[src/rtl/stage_sequencer_pkg.sv]
// Shared core definitions: sequencer state encoding and opcode class constants.
// Also imported by the decode stage, so opcode classes are defined here once.
package stage_sequencer_pkg;

    typedef enum logic [2:0] {
        ST_IDLE   = 3'd0,
        ST_FETCH  = 3'd1,
        ST_DECODE = 3'd2,
        ST_EXEC   = 3'd3,
        ST_MEM    = 3'd4,
        ST_WB     = 3'd5,
        ST_HALT   = 3'd6,
        ST_ERROR  = 3'd7
    } seq_state_t;

    // Opcode classes: memory ops, stores, branches and jumps
    localparam logic [1:0] OP_MEM_PREFIX    = 2'b10;
    localparam logic [5:0] OP_MEM_EXT       = 6'b110001;
    localparam logic [5:0] OP_STORE_EXT     = 6'b111001;
    localparam logic [2:0] OP_STORE_PREFIX  = 3'b101;
    localparam logic [4:0] OP_BRANCH_PREFIX = 5'b00010;
    localparam logic [5:0] OP_JUMP          = 6'b000010;
    localparam logic [5:0] OP_HALT_DEFAULT  = 6'b111110;

    function automatic logic is_waiting(seq_state_t s);
        return (s == ST_FETCH) || (s == ST_DECODE) || (s == ST_EXEC) ||
               (s == ST_MEM)   || (s == ST_WB);
    endfunction

endpackage

[src/rtl/stage_sequencer_op_class.sv]
// Combinational opcode classifier: decides whether the latched opcode needs
// the memory stage and whether it skips writeback.
module op_class
    import stage_sequencer_pkg::*;
(
    input  logic [5:0] opcode,
    output logic       is_mem,
    output logic       no_wb
);

    assign is_mem = (opcode[5:4] == OP_MEM_PREFIX) ||
                    (opcode == OP_MEM_EXT) ||
                    (opcode == OP_STORE_EXT);

    // Stores, branches and jumps produce no register result
    assign no_wb = (opcode[5:3] == OP_STORE_PREFIX) ||
                   (opcode == OP_STORE_EXT) ||
                   (opcode[5:1] == OP_BRANCH_PREFIX) ||
                   (opcode == OP_JUMP);

endmodule

[src/rtl/stage_sequencer.sv]
// Pipeline stage sequencer: walks one instruction at a time through
// fetch/decode/exec/mem/wb, with a per-stage done timeout.
module stage_sequencer
    import stage_sequencer_pkg::*;
#(
    parameter logic [5:0] HALT_OP = OP_HALT_DEFAULT,
    parameter int         TIMEOUT = 1024
) (
    input  logic        clk,
    input  logic        rstn,
    input  logic        start,
    output logic        fetch_en,
    output logic        decode_en,
    output logic        exec_en,
    output logic        mem_en,
    output logic        wb_en,
    input  logic        fetch_done,
    input  logic        decode_done,
    input  logic        exec_done,
    input  logic        mem_done,
    input  logic        wb_done,
    input  logic [5:0]  exec_command,
    output logic        busy,
    output logic        halted,
    output logic        error,
    output logic [31:0] instr_count,
    output logic [2:0]  state_dbg
);

    localparam logic [15:0] WAIT_LAST = 16'(TIMEOUT - 1);

    seq_state_t  state;
    seq_state_t  state_next;
    logic [15:0] wait_cnt;
    logic [5:0]  opcode;
    logic        is_mem;
    logic        no_wb;
    logic        waiting;
    logic        first_cycle;
    logic        stage_done;
    logic        accept;
    logic        retire;

    op_class u_op_class (
        .opcode (opcode),
        .is_mem (is_mem),
        .no_wb  (no_wb)
    );

    assign waiting     = is_waiting(state);
    assign first_cycle = (wait_cnt == 16'd0);
    // A done in the enable cycle belongs to no request yet, so it is dropped
    assign accept      = stage_done && !first_cycle;

    always_comb begin
        stage_done = 1'b0;
        case (state)
            ST_FETCH:  stage_done = fetch_done;
            ST_DECODE: stage_done = decode_done;
            ST_EXEC:   stage_done = exec_done;
            ST_MEM:    stage_done = mem_done;
            ST_WB:     stage_done = wb_done;
            default:   stage_done = 1'b0;
        endcase
    end

    always_comb begin
        state_next = state;
        retire     = 1'b0;
        case (state)
            ST_IDLE: begin
                if (start) state_next = ST_FETCH;
            end
            ST_FETCH: begin
                if (accept) state_next = ST_DECODE;
            end
            ST_DECODE: begin
                if (accept) state_next = ST_EXEC;
            end
            ST_EXEC: begin
                if (accept) begin
                    if (opcode == HALT_OP) begin
                        state_next = ST_HALT;
                        retire     = 1'b1;
                    end else if (is_mem) begin
                        state_next = ST_MEM;
                    end else if (!no_wb) begin
                        state_next = ST_WB;
                    end else begin
                        state_next = ST_FETCH;
                        retire     = 1'b1;
                    end
                end
            end
            ST_MEM: begin
                if (accept) begin
                    if (!no_wb) begin
                        state_next = ST_WB;
                    end else begin
                        state_next = ST_FETCH;
                        retire     = 1'b1;
                    end
                end
            end
            ST_WB: begin
                if (accept) begin
                    state_next = ST_FETCH;
                    retire     = 1'b1;
                end
            end
            default: state_next = state;
        endcase
        // A done on the last allowed cycle still wins over the timeout
        if (waiting && !accept && (wait_cnt == WAIT_LAST)) begin
            state_next = ST_ERROR;
            retire     = 1'b0;
        end
    end

    always_ff @(posedge clk or negedge rstn) begin
        if (!rstn) state <= ST_IDLE;
        else       state <= state_next;
    end

    always_ff @(posedge clk or negedge rstn) begin
        if (!rstn) begin
            wait_cnt    <= 16'd0;
            opcode      <= 6'd0;
            instr_count <= 32'd0;
        end else begin
            if (state_next != state) wait_cnt <= 16'd0;
            else if (waiting)        wait_cnt <= wait_cnt + 16'd1;
            if ((state == ST_DECODE) && accept) opcode <= exec_command;
            if (retire) instr_count <= instr_count + 32'd1;
        end
    end

    assign fetch_en  = (state == ST_FETCH)  && first_cycle;
    assign decode_en = (state == ST_DECODE) && first_cycle;
    assign exec_en   = (state == ST_EXEC)   && first_cycle;
    assign mem_en    = (state == ST_MEM)    && first_cycle;
    assign wb_en     = (state == ST_WB)     && first_cycle;

    assign busy      = waiting;
    assign halted    = (state == ST_HALT);
    assign error     = (state == ST_ERROR);
    assign state_dbg = state;

endmodule

[config.mk]
export PLATFORM = sky130hd
export DESIGN_NAME = stage_sequencer
export DESIGN_NICKNAME = d
export VERILOG_FILES = /design/src/rtl/stage_sequencer_pkg.sv /design/src/rtl/stage_sequencer_op_class.sv /design/src/rtl/stage_sequencer.sv
export SDC_FILE = /design/constraint.sdc
export NUM_CORES = 1
export LEC_CHECK = 0
export ABC_AREA = 1
export CAP_MARGIN = 0
export CORE_MARGIN = 5
export CORE_UTILIZATION = 35
export CTS_CLUSTER_DIAMETER = 150
export DETAILED_ROUTE_END_ITERATION = 12
export GPL_TIMING_DRIVEN = 0
export SYNTH_ARGS = -nofsm -noshare
export SYNTH_HDL_FRONTEND = slang
export SYNTH_SLANG_ARGS = --single-unit
[constraint.sdc]
create_clock -name clk -period 1.7 [get_ports clk]
set_input_delay 0.17 -clock clk [delete_from_list [all_inputs] [get_ports clk]]
set_output_delay 0.17 -clock clk [all_outputs]
set_load 0.03 [all_outputs]
# Word-level counts from Yosys, hierarchy flattened
# Cells that the tools add are included.
# Widths: inputs -> output; s select.
[word_totals]
register_bits = 57
latch_bits = 0
ramBits = 0
romBits = 0
input_bits = 14
out_inout_bits = 43
word_cells = 67
mem_count = 0
[classes]
add_sub_neg = 2
multipliers = 0
div = 0
order_cmp = 0
eq_ne = 16
shifts = 0
mux = 22
n_bitwise = 0
reduce_logical = 23
[ops]
columns = ["op", "n"]
rows = [
  ["$add 32x1->32 const B", 1],
  ["$mux 16", 2],
  ["$mux 3", 10],
  ["$eq 6x6->1 const B", 3],
  ["$pmux 3 s6", 1],
  ["$add 16x1->16 const B", 1],
  ["$eq 16x10->1 const B", 1],
  ["$logic_not 16->1", 1],
  ["$eq 3x3->1 const B", 5],
  ["$logic_and 1x1->1", 9],
  ["$logic_or 1x1->1", 9],
  ["$mux 1", 7],
  ["$eq 3x2->1 const B", 2],
  ["$eq 6x2->1 const B", 1],
  ["$eq 5x2->1 const B", 1],
  ["$pmux 1 s5", 1],
  ["$eq 3x1->1 const B", 1],
  ["$logic_not 3->1", 1],
  ["$ne 3x3->1", 1],
  ["$pmux 1 s3", 1],
  ["$eq 2x2->1 const B", 1],
  ["$logic_not 1->1", 2],
  ["$reduce_bool 2->1", 1],
]

# Depth between registers and ports, before layout
# Gate-level depths: netlist (run 1).
[depth]
word_depth = 12
depth_mapped = 16
depth_no_buf = 14

# Modules after synthesis
# A second synthesis (run 1) with hierarchy kept.
[hier_totals]
hier_cells = 504
area_unflattened_um2 = 3752.3
[by_module_without_submodules]
columns = ["module", "instances", "cells_per_inst", "area_per_inst_um2", "seq_area_each_um2"]
rows = [
  ["stage_sequencer", 1, 486, 3677.3, 1426.4],
  ["op_class", 1, 18, 75.1, 0.0],
]

# Least setup slack after synthesis (run 1)
# No wires, ideal clock.
[synth_timing]
kind = "register to register"
from = "register state[0] (netlist: state_dbg[0])"
to = "register wait_cnt[11]"
setup_time_ns = 0.120
arrival_time_ns = 2.036
t_required_ns = 1.580
setup_slack_ns = -0.457
stages_incl_launch_ff = 13
path_buffers = 1
period_less_slack_ns = 2.157
cell_sequence = "dfrtp_1 buf_4 nor2_2 nand2_1 nand2_2 inv_1 nand4_1 nor2_1 nand2_1 nor2_1 nand3_1 xor2_1 nor2_2"
[synth_via]
elab_chain_len = 10
word_cells_on_any_way = 26
classes_between = "eq/ne (6); mux (10); reduce/logical (10)"
[synth_lines]
columns = ["element", "line_no", "text"]
rows = [
  ["start: declaration", "stage_sequencer.sv:32", "seq_state_t state;"],
  ["start signal: assignment", "stage_sequencer.sv:122", "else state <= state_next;"],
  ["$eq 3x1->1 / $eq 3x2->1 (equally long branches)", "stage_sequencer_pkg.sv:26", "return (s == ST_FETCH) || (s == ST_DECODE) || (s == ST_EXEC) ||"],
  ["$logic_or 1x1->1 (3 in a row)", "stage_sequencer_pkg.sv:26", ""],
  ["$logic_or 1x1->1 (*)", "stage_sequencer_pkg.sv:27", "(s == ST_MEM) || (s == ST_WB);"],
  ["named net busy", "stage_sequencer.sv:23", "output logic busy,"],
  ["$logic_and 1x1->1 (2 in a row)", "stage_sequencer.sv:114", "if (waiting && !accept && (wait_cnt == WAIT_LAST)) begin"],
  ["$mux 3", "stage_sequencer.sv:114", ""],
  ["$ne 3x3->1", "stage_sequencer.sv:131", "if (state_next != state) wait_cnt <= 16'd0;"],
  ["$mux 16 / $reduce_bool 2->1 (equally long branches)", "-", ""],
  ["end signal: assignment", "stage_sequencer.sv:132", "else if (waiting) wait_cnt <= wait_cnt + 16'd1;"],
  ["end: declaration", "stage_sequencer.sv:34", "logic [15:0] wait_cnt;"],
]
# The timed path passes the listed nets; every way through them passes the cells marked *.
# A chain may end at the register's enable or synchronous reset.

# Worst setup path in the final report (run 1)
[layout_timing]
from = "register state[0] (netlist: state_dbg[0])"
to = "register instr_count[19]"
[layout_via]
elab_chain_len = 8
word_cells_on_any_way = 19
classes_between = "eq/ne (5); mux (6); reduce/logical (8)"
[layout_lines]
columns = ["element", "line_no", "text"]
rows = [
  ["branches (longest 7 deep; another with $pmux 1 s5)", "-", ""],
  ["$mux 1 (*)", "stage_sequencer.sv:114", ""],
  ["end signal: assignment", "stage_sequencer.sv:134", "if (retire) instr_count <= instr_count + 32'd1;"],
  ["end: declaration", "stage_sequencer.sv:26", "output logic [31:0] instr_count,"],
]
# Every way passes the cells marked *.

==> metrics.yaml, run 1 <==
outcome:
  status: "complete, but fails checks"
  violations: "negative setup slack"
timing:
  relSlewSlack: 0.672
  fin_skew_ps: 7.58
  rsz0062_at_grt: "true"
  post-route-worst-setup-slack_ps: -338
  fin_tns_setup_ps: -16430
  setup_viol: 54
  drv_slew: 0
  post-route-period-util: 1.20
  hold_viol_final: 0
  worstMarginPinSlew_ps: 487
  fmax_mhz: 491
  finalCriticalPeriod_ps: 2040
cells_and_area:
  multi_input_area_sq_um: 2240
  nFillCells: 934
  diodes: 0
  seq_area_sq_um: 1430
  drive_gt1_frac: 0.304
  layout-area-overhead-vs-synth_pct: 50.1
  layout.nets: 604
routing:
  wirelength_mm: 10.4
  avgRoutedWirePerCell_um: 14.2
  dr.pass1.iters: 5
  dr_total_vias: 3583
  antenna_left: 0
  drt_iter0_markers: 127
  remaining_drc_errors: 0
  viasPerCell: 4.92
floorplan:
  die_area_sq_um: 12400
  num_rows: 37
  core_area_sq_um: 10200
  die-height_um: 112
  ios: 57
  fp.dieW_um: 112
  start_util: 0.354
grt:
  grt-ovfl-total: 0
  grt_start_max_net_pins: 39
  grt_use_total: 0.161
  antenna_found_initial: 0
  grt_pass1_vias: 3508
  grt_pass1_wl_mm: 16.5
setup_path:
  timing.rr.start: "state_dbg[0]"
  criticalPathCategory: "flop to flop"
  reg2reg_slack_ps: -340
  worst-path-max-fanout: 8
  cp-start-kind: "flop"
  worstSetupStartpoint: "state_dbg[0]"
  end_kind: "flop"
  crit_arrival_ps: 2260
  path_cells: "buf_8 > nor2_4 > nand2_1 > a21oi_1 > a21oi_4 > nand2_2 > o21ai_4 > buf_6 > buf_12 > clkbuf_16 > nand2_1 > o21ai_1"
  required_ps: 1930
  crit_top_cell: "nand2_1"
  cp_slowest_cell: "dfrtp_2"
  slowest_delay_ps: 420
clock_tree:
  h-tree-depth: 3
  clock_latency_ps: 340
  clockBufferDepth: 2
  clock-sinks: 57
  cts_tree: "built"
  cts-root-buf: "clkbuf_8"
  clk_pin_slew_ps: 70
  cts_buffers: 9
logic_synthesis:
  syn_nets: 500
  avgSynthCellArea_sq_um: 7.47
  synthCells: 483
  ys_seq_area_frac: 0.395
  ys_types: 31
  synth-seq-cells: 57
  ys_warn_count: 0
  netlist_area_sq_um: 3610
pwr:
  p_total_mw: 9.08
  powerDensity_nw_per_um2: 1680
  peakVddDrop_mv: 0.962
  leakagePower_nw: 2.44
flow_run:
  maxCapViolCount: 0
worst_hold_path:
  min_path_type: "input pin to asynchronous set/reset pin"
place:
  portBuffers: 56
  dp_hpwl_mm: 7.07
  place_ws_ps: -488
  finalWeightedCongestion: 0.916
cell families after synthesis:
| family | share of synthesized area |
|---|---|
| AOI/OAI and AO/OA | 0.0597 |
| buffers and inverters | 0.0916 |
| and+or+nand+nor | 0.341 |
| adders and majority gates | 0.0104 |
| DFF | 0.395 |
| xor gates and xnor gates | 0.102 |
what timing repair did:
action	CTS	global route
hold buffers	1	0
pin swaps	8	16
gates cloned	1	2
setup buffers	20	12
resized for setup	87	76
endpoints found under the hold margin	19	0
setup endpoints to repair	65	71
metrics by stage:
stage | instance area, sq um | util | hold slack [ps] | std cells
4_1_cts | 5020 | 0.493 | 323 | 714
3_3_place_gp | 4430 | 0.435 | 493 | 675
5_1_grt | 5410 | 0.531 | 367 | 728
3_5_place_dp | 4450 | 0.437 | 153 | 676
2_1_floorplan | 3700 | - | -126 | 483
6_report | 5410 | 0.531 | 316 | 728
area by class of cell:
cell class | count | share of cell area
buffer | 10 | 0.0252
clock buffer | 12 | 0.0268
clock inverter | 4 | 0.0141
inverter | 70 | 0.0502
multi-input combinational | 346 | 0.414
sequential | 57 | 0.265
tap | 136 | 0.0314
timing repair buffer | 93 | 0.174
worst paths after layout:
| kind | end | depth (start not counted) |
|---|---|---|
| setup / recovery | instr_count[19] | 12 |
| hold / removal | instr_count[9] | 2 |
| setup reg to reg | instr_count[19] | 12 |
| hold reg to reg | instr_count[2] | 1 |
| max in group asynchronous | state_dbg[1] | 3 |
| min in group clk | opcode[4] | 3 |
critical path: cells and delay by family (launching register included):
family / cells / cell delay (ps)
simple gates: 4 / 410
compound gates: 4 / 520
flops: 1 / 420
buf+inv: 4 / 560
metal layers:
layer  GRT usage  part of all wire  vias to the layer above
met5           0                 0                        -
met4      0.0568             0.023                        0
met3      0.0495             0.051                       20
met2       0.277              0.51                      110
met1       0.191              0.42                     1704
li1            -                 -                     1749
placed cells by master (no fill, tap or decap), types with 3 or more instances in the layout:
cell / netlist / final
nor4_2: 0 / 4
xor2_1: 38 / 37
clkbuf_8: 0 / 10
buf_6: 2 / 8
nand3_4: 3 / 6
inv_1: 67 / 61
buf_12: 0 / 4
inv_2: 3 / 7
nand2_1: 114 / 87
nor2_2: 13 / 14
o21ai_2: 1 / 4
buf_8: 0 / 5
nand4_1: 14 / 14
nand2_2: 4 / 28
clkdlybuf4s50_1: 0 / 37
xnor2_1: 4 / 3
nor3_1: 23 / 19
a21oi_1: 5 / 3
nand2_4: 1 / 3
buf_4: 3 / 31
dlymetal6s2s_1: 0 / 8
nor3_2: 1 / 3
nand3_2: 3 / 4
o21ai_1: 0 / 21
nand3_1: 22 / 18
dfrtp_2: 0 / 6
nor2_4: 2 / 19
nor4_1: 9 / 5
nor2_1: 48 / 30
o21ai_0: 33 / 8
dfrtp_1: 57 / 51
cell usage after synthesis, drive strengths merged:
| library cell | number | area (sq um) |
|---|---|---|
| nand2 | 119 | 464 |
| inv | 70 | 263 |
| nor2 | 63 | 284 |
| dfrtp | 57 | 1430 |
| xor2 | 38 | 333 |
| o21ai | 34 | 174 |
| nand3 | 28 | 193 |
| nor3 | 24 | 125 |
| nand4 | 14 | 87.6 |
| nor4 | 9 | 56.3 |
| buf | 8 | 60.1 |
| a21oi | 6 | 33.8 |
| xnor2 | 4 | 35.0 |
| ha | 3 | 37.5 |
| clkbuf | 2 | 7.51 |
| and3 | 1 | 6.26 |
| nor3b | 1 | 7.51 |
| o211ai | 1 | 7.51 |
| or2 | 1 | 6.26 |
report_power, final:
part | internal, mW | switching [mW]
registers | 1.76 | 0.465
clock network | 0.870 | 0.582
logic | 2.23 | 3.17
state kept, by name, indices dropped and copies added (netlist names):
signal       count
state_dbg        3
instr_count     32
wait_cnt        16
opcode           6
(Power assumes the default switching activity.)
==> run 2: changes to the inputs <==
==> constraint.sdc (replaced) <==
create_clock -name clk -period 2.4 [get_ports clk]
set_input_delay 0.24 -clock clk [delete_from_list [all_inputs] [get_ports clk]]
set_output_delay 0.24 -clock clk [all_outputs]
set_load 0.03 [all_outputs]
==> run 2 against run 1 <==
Against the previous run:
- the flow now finishes without violations
- routed wire length down 8.9%
- sequential power down 30%
- largest cell class unchanged
- die area unchanged
- first-iteration DRC count up 44%
- clock skew down 1.2 ps
- sequential share of layout area up 5.0 points
- combinational power down 50%
- highest routed layer unchanged
==> metrics.yaml, run 2 (same netlist as run 1, synthesis figures left out) <==
routing:
  drt_iter0_markers: 183
  remaining_drc_errors: 0
  dr.pass1.iters: 4
  wirelength_mm: 9.44
  viasPerCell: 4.85
  antenna_left: 0
  avgRoutedWirePerCell_um: 13.7
  dr_total_vias: 3348
clock_tree:
  post_cts_buffers: 0
  cts-root-buf: "clkbuf_8"
  clockBufferDepth: 2
  clock-sinks: 57
  cts_buffers: 9
  h-tree-depth: 3
  clock_latency_ps: 350
  clk_pin_slew_ps: 60
  cts_tree: "built"
grt:
  grt-ovfl-total: 0
  busiest_layer: "met2"
  antenna_found_initial: 0
  grt_pass1_vias: 3239
  grt_use_met1: 0.217
  use_met3: 0.0283
  grt_start_max_net_pins: 39
  globalRouteMet2Util: 0.242
  grt_pass1_wl_mm: 15.9
  grt_use_total: 0.156
pwr:
  clockPowerShare: 0.172
  leakagePower_nw: 2.08
  swShare: 0.478
  combPwrFrac: 0.527
  power_frac_seq: 0.301
  peakVddDrop_mv: 0.435
  powerDensity_nw_per_um2: 1140
  p_int_mw: 2.70
  p_total_mw: 5.16
  power_switching_mw: 2.47
timing:
  fmax_mhz: 443
  worstMarginPinSlew_ps: 773
  post-route-period-util: 0.940
  relSlewSlack: 0.480
  setup_viol: 0
  finalCriticalPeriod_ps: 2260
  fin_skew_ps: 6.39
  rsz0062_at_grt: "false"
  post-route-worst-setup-slack_ps: 144
  drv_slew: 0
  hold_slack_ps: 400
  hold_viol_final: 0
  fin_tns_setup_ps: 0
setup_path:
  crit_arrival_ps: 2020
  rr_worst_depth: 13
  timing.rr.start: "state_dbg[1]"
  reg2reg_slack_ps: 220
  cp-start-kind: "flop"
  criticalPathCategory: "flop to output port"
  end_kind: "output port"
  worst-path-max-fanout: 7
  required_ps: 2160
  r2r_end: "instr_count[26]"
place:
  place_ws_ps: 165
  place_area_sq_um: 4350
  dp_hpwl_mm: 7.25
  finalWeightedCongestion: 0.865
  post-place-cells: 676
  portBuffers: 56
cells_and_area:
  top_register: "instr_count"
  fin_util: 0.445
  reg_top3: "instr_count (32), wait_cnt (16), opcode (6)"
  instances_no_fill: 691
  largest_register_ffs: 32
  final_cell_mix: "114 x nand2_1, 67 x inv_1, 57 x dfrtp_1"
  final_common_cell: "nand2_1"
  fin_area_sq_um: 4540
  multi_input_area_sq_um: 1850
  diodes: 0
  layout-area-overhead-vs-synth_pct: 25.7
  layout.nets: 569
  nFillCells: 1079
  seq_area_sq_um: 1430
  drive_gt1_frac: 0.108
floorplan:
  core_area_sq_um: 10200
  die_area_sq_um: 12400
  num_rows: 37
  die-height_um: 112
  ios: 57
  start_util: 0.354
  fp.dieW_um: 112
outcome:
  status: "finished, final reports clean"
flow_run:
  maxCapViolCount: 0
worst_hold_path:
  min_path_type: "input pin to asynchronous set/reset pin"
==> run 2: changes by cell type in the layout (fill, tap and decap cells not counted), moves of 13 or more <==
cell	change
buf_4	-28
o21ai_1	-21
nand2_2	-24
nor2_1	+18
nor2_4	-17
nand2_1	+27
clkdlybuf4s50_1	+13
o21ai_0	+25
==> run 2: power by group through the flow <==
stage	registers [mW]	logic, mW	clock network, mW
floorplan	1.92	1.43	0
global placement	1.56	2.71	0
detailed placement	1.57	2.74	0
CTS	1.55	2.74	0.915
global route	1.60	2.98	0.957
finish	1.55	2.72	0.887
==> run 2: worst max-delay path: stages, from the launching register on <==
cell and delay [ps]:
dfrtp_1 530, nor2_2 110, nand2_1 90, nand2_2 120
inv_1 140, clkdlybuf4s50_1 680
==> run 2: worst max-delay path by stage <==
stage / slack, ps / to / from / depth (start not counted)
after floorplan: 240 / wait_cnt[11] / state_dbg[0] / 12
after global placement: -870 / instr_count[0] / rstn / 1
after detailed placement: 170 / instr_count[26] / state_dbg[1] / 13
after CTS: 120 / exec_en / wait_cnt[14] / 6
after global routing: 8 / instr_count[31] / instr_count[2] / 12
final: 140 / busy / state_dbg[1] / 5
==> run 2: repair_timing <==
item,in CTS,in global routing
hold endpoints to repair,19,0
hold buffers,1,0
gates resized for setup,5,9
endpoints found under the setup margin,5,12
==> run 2: layout make-up <==
cell class	count	area share
multi-input combinational	346	0.408
sequential	57	0.314
timing repair buffer	58	0.126
inverter	70	0.0585
tap	136	0.0375
clock buffer	10	0.0303
buffer	10	0.0152
clock inverter	4	0.00993
==> run 2: per-layer routing <==
metal  vias up  wire, um  part of all wire
li1       1673         -                 -
met1      1578      4500              0.48
met2        85      4280              0.45
met3        12       505             0.053
met4         0       160             0.017
met5         -         0                 0
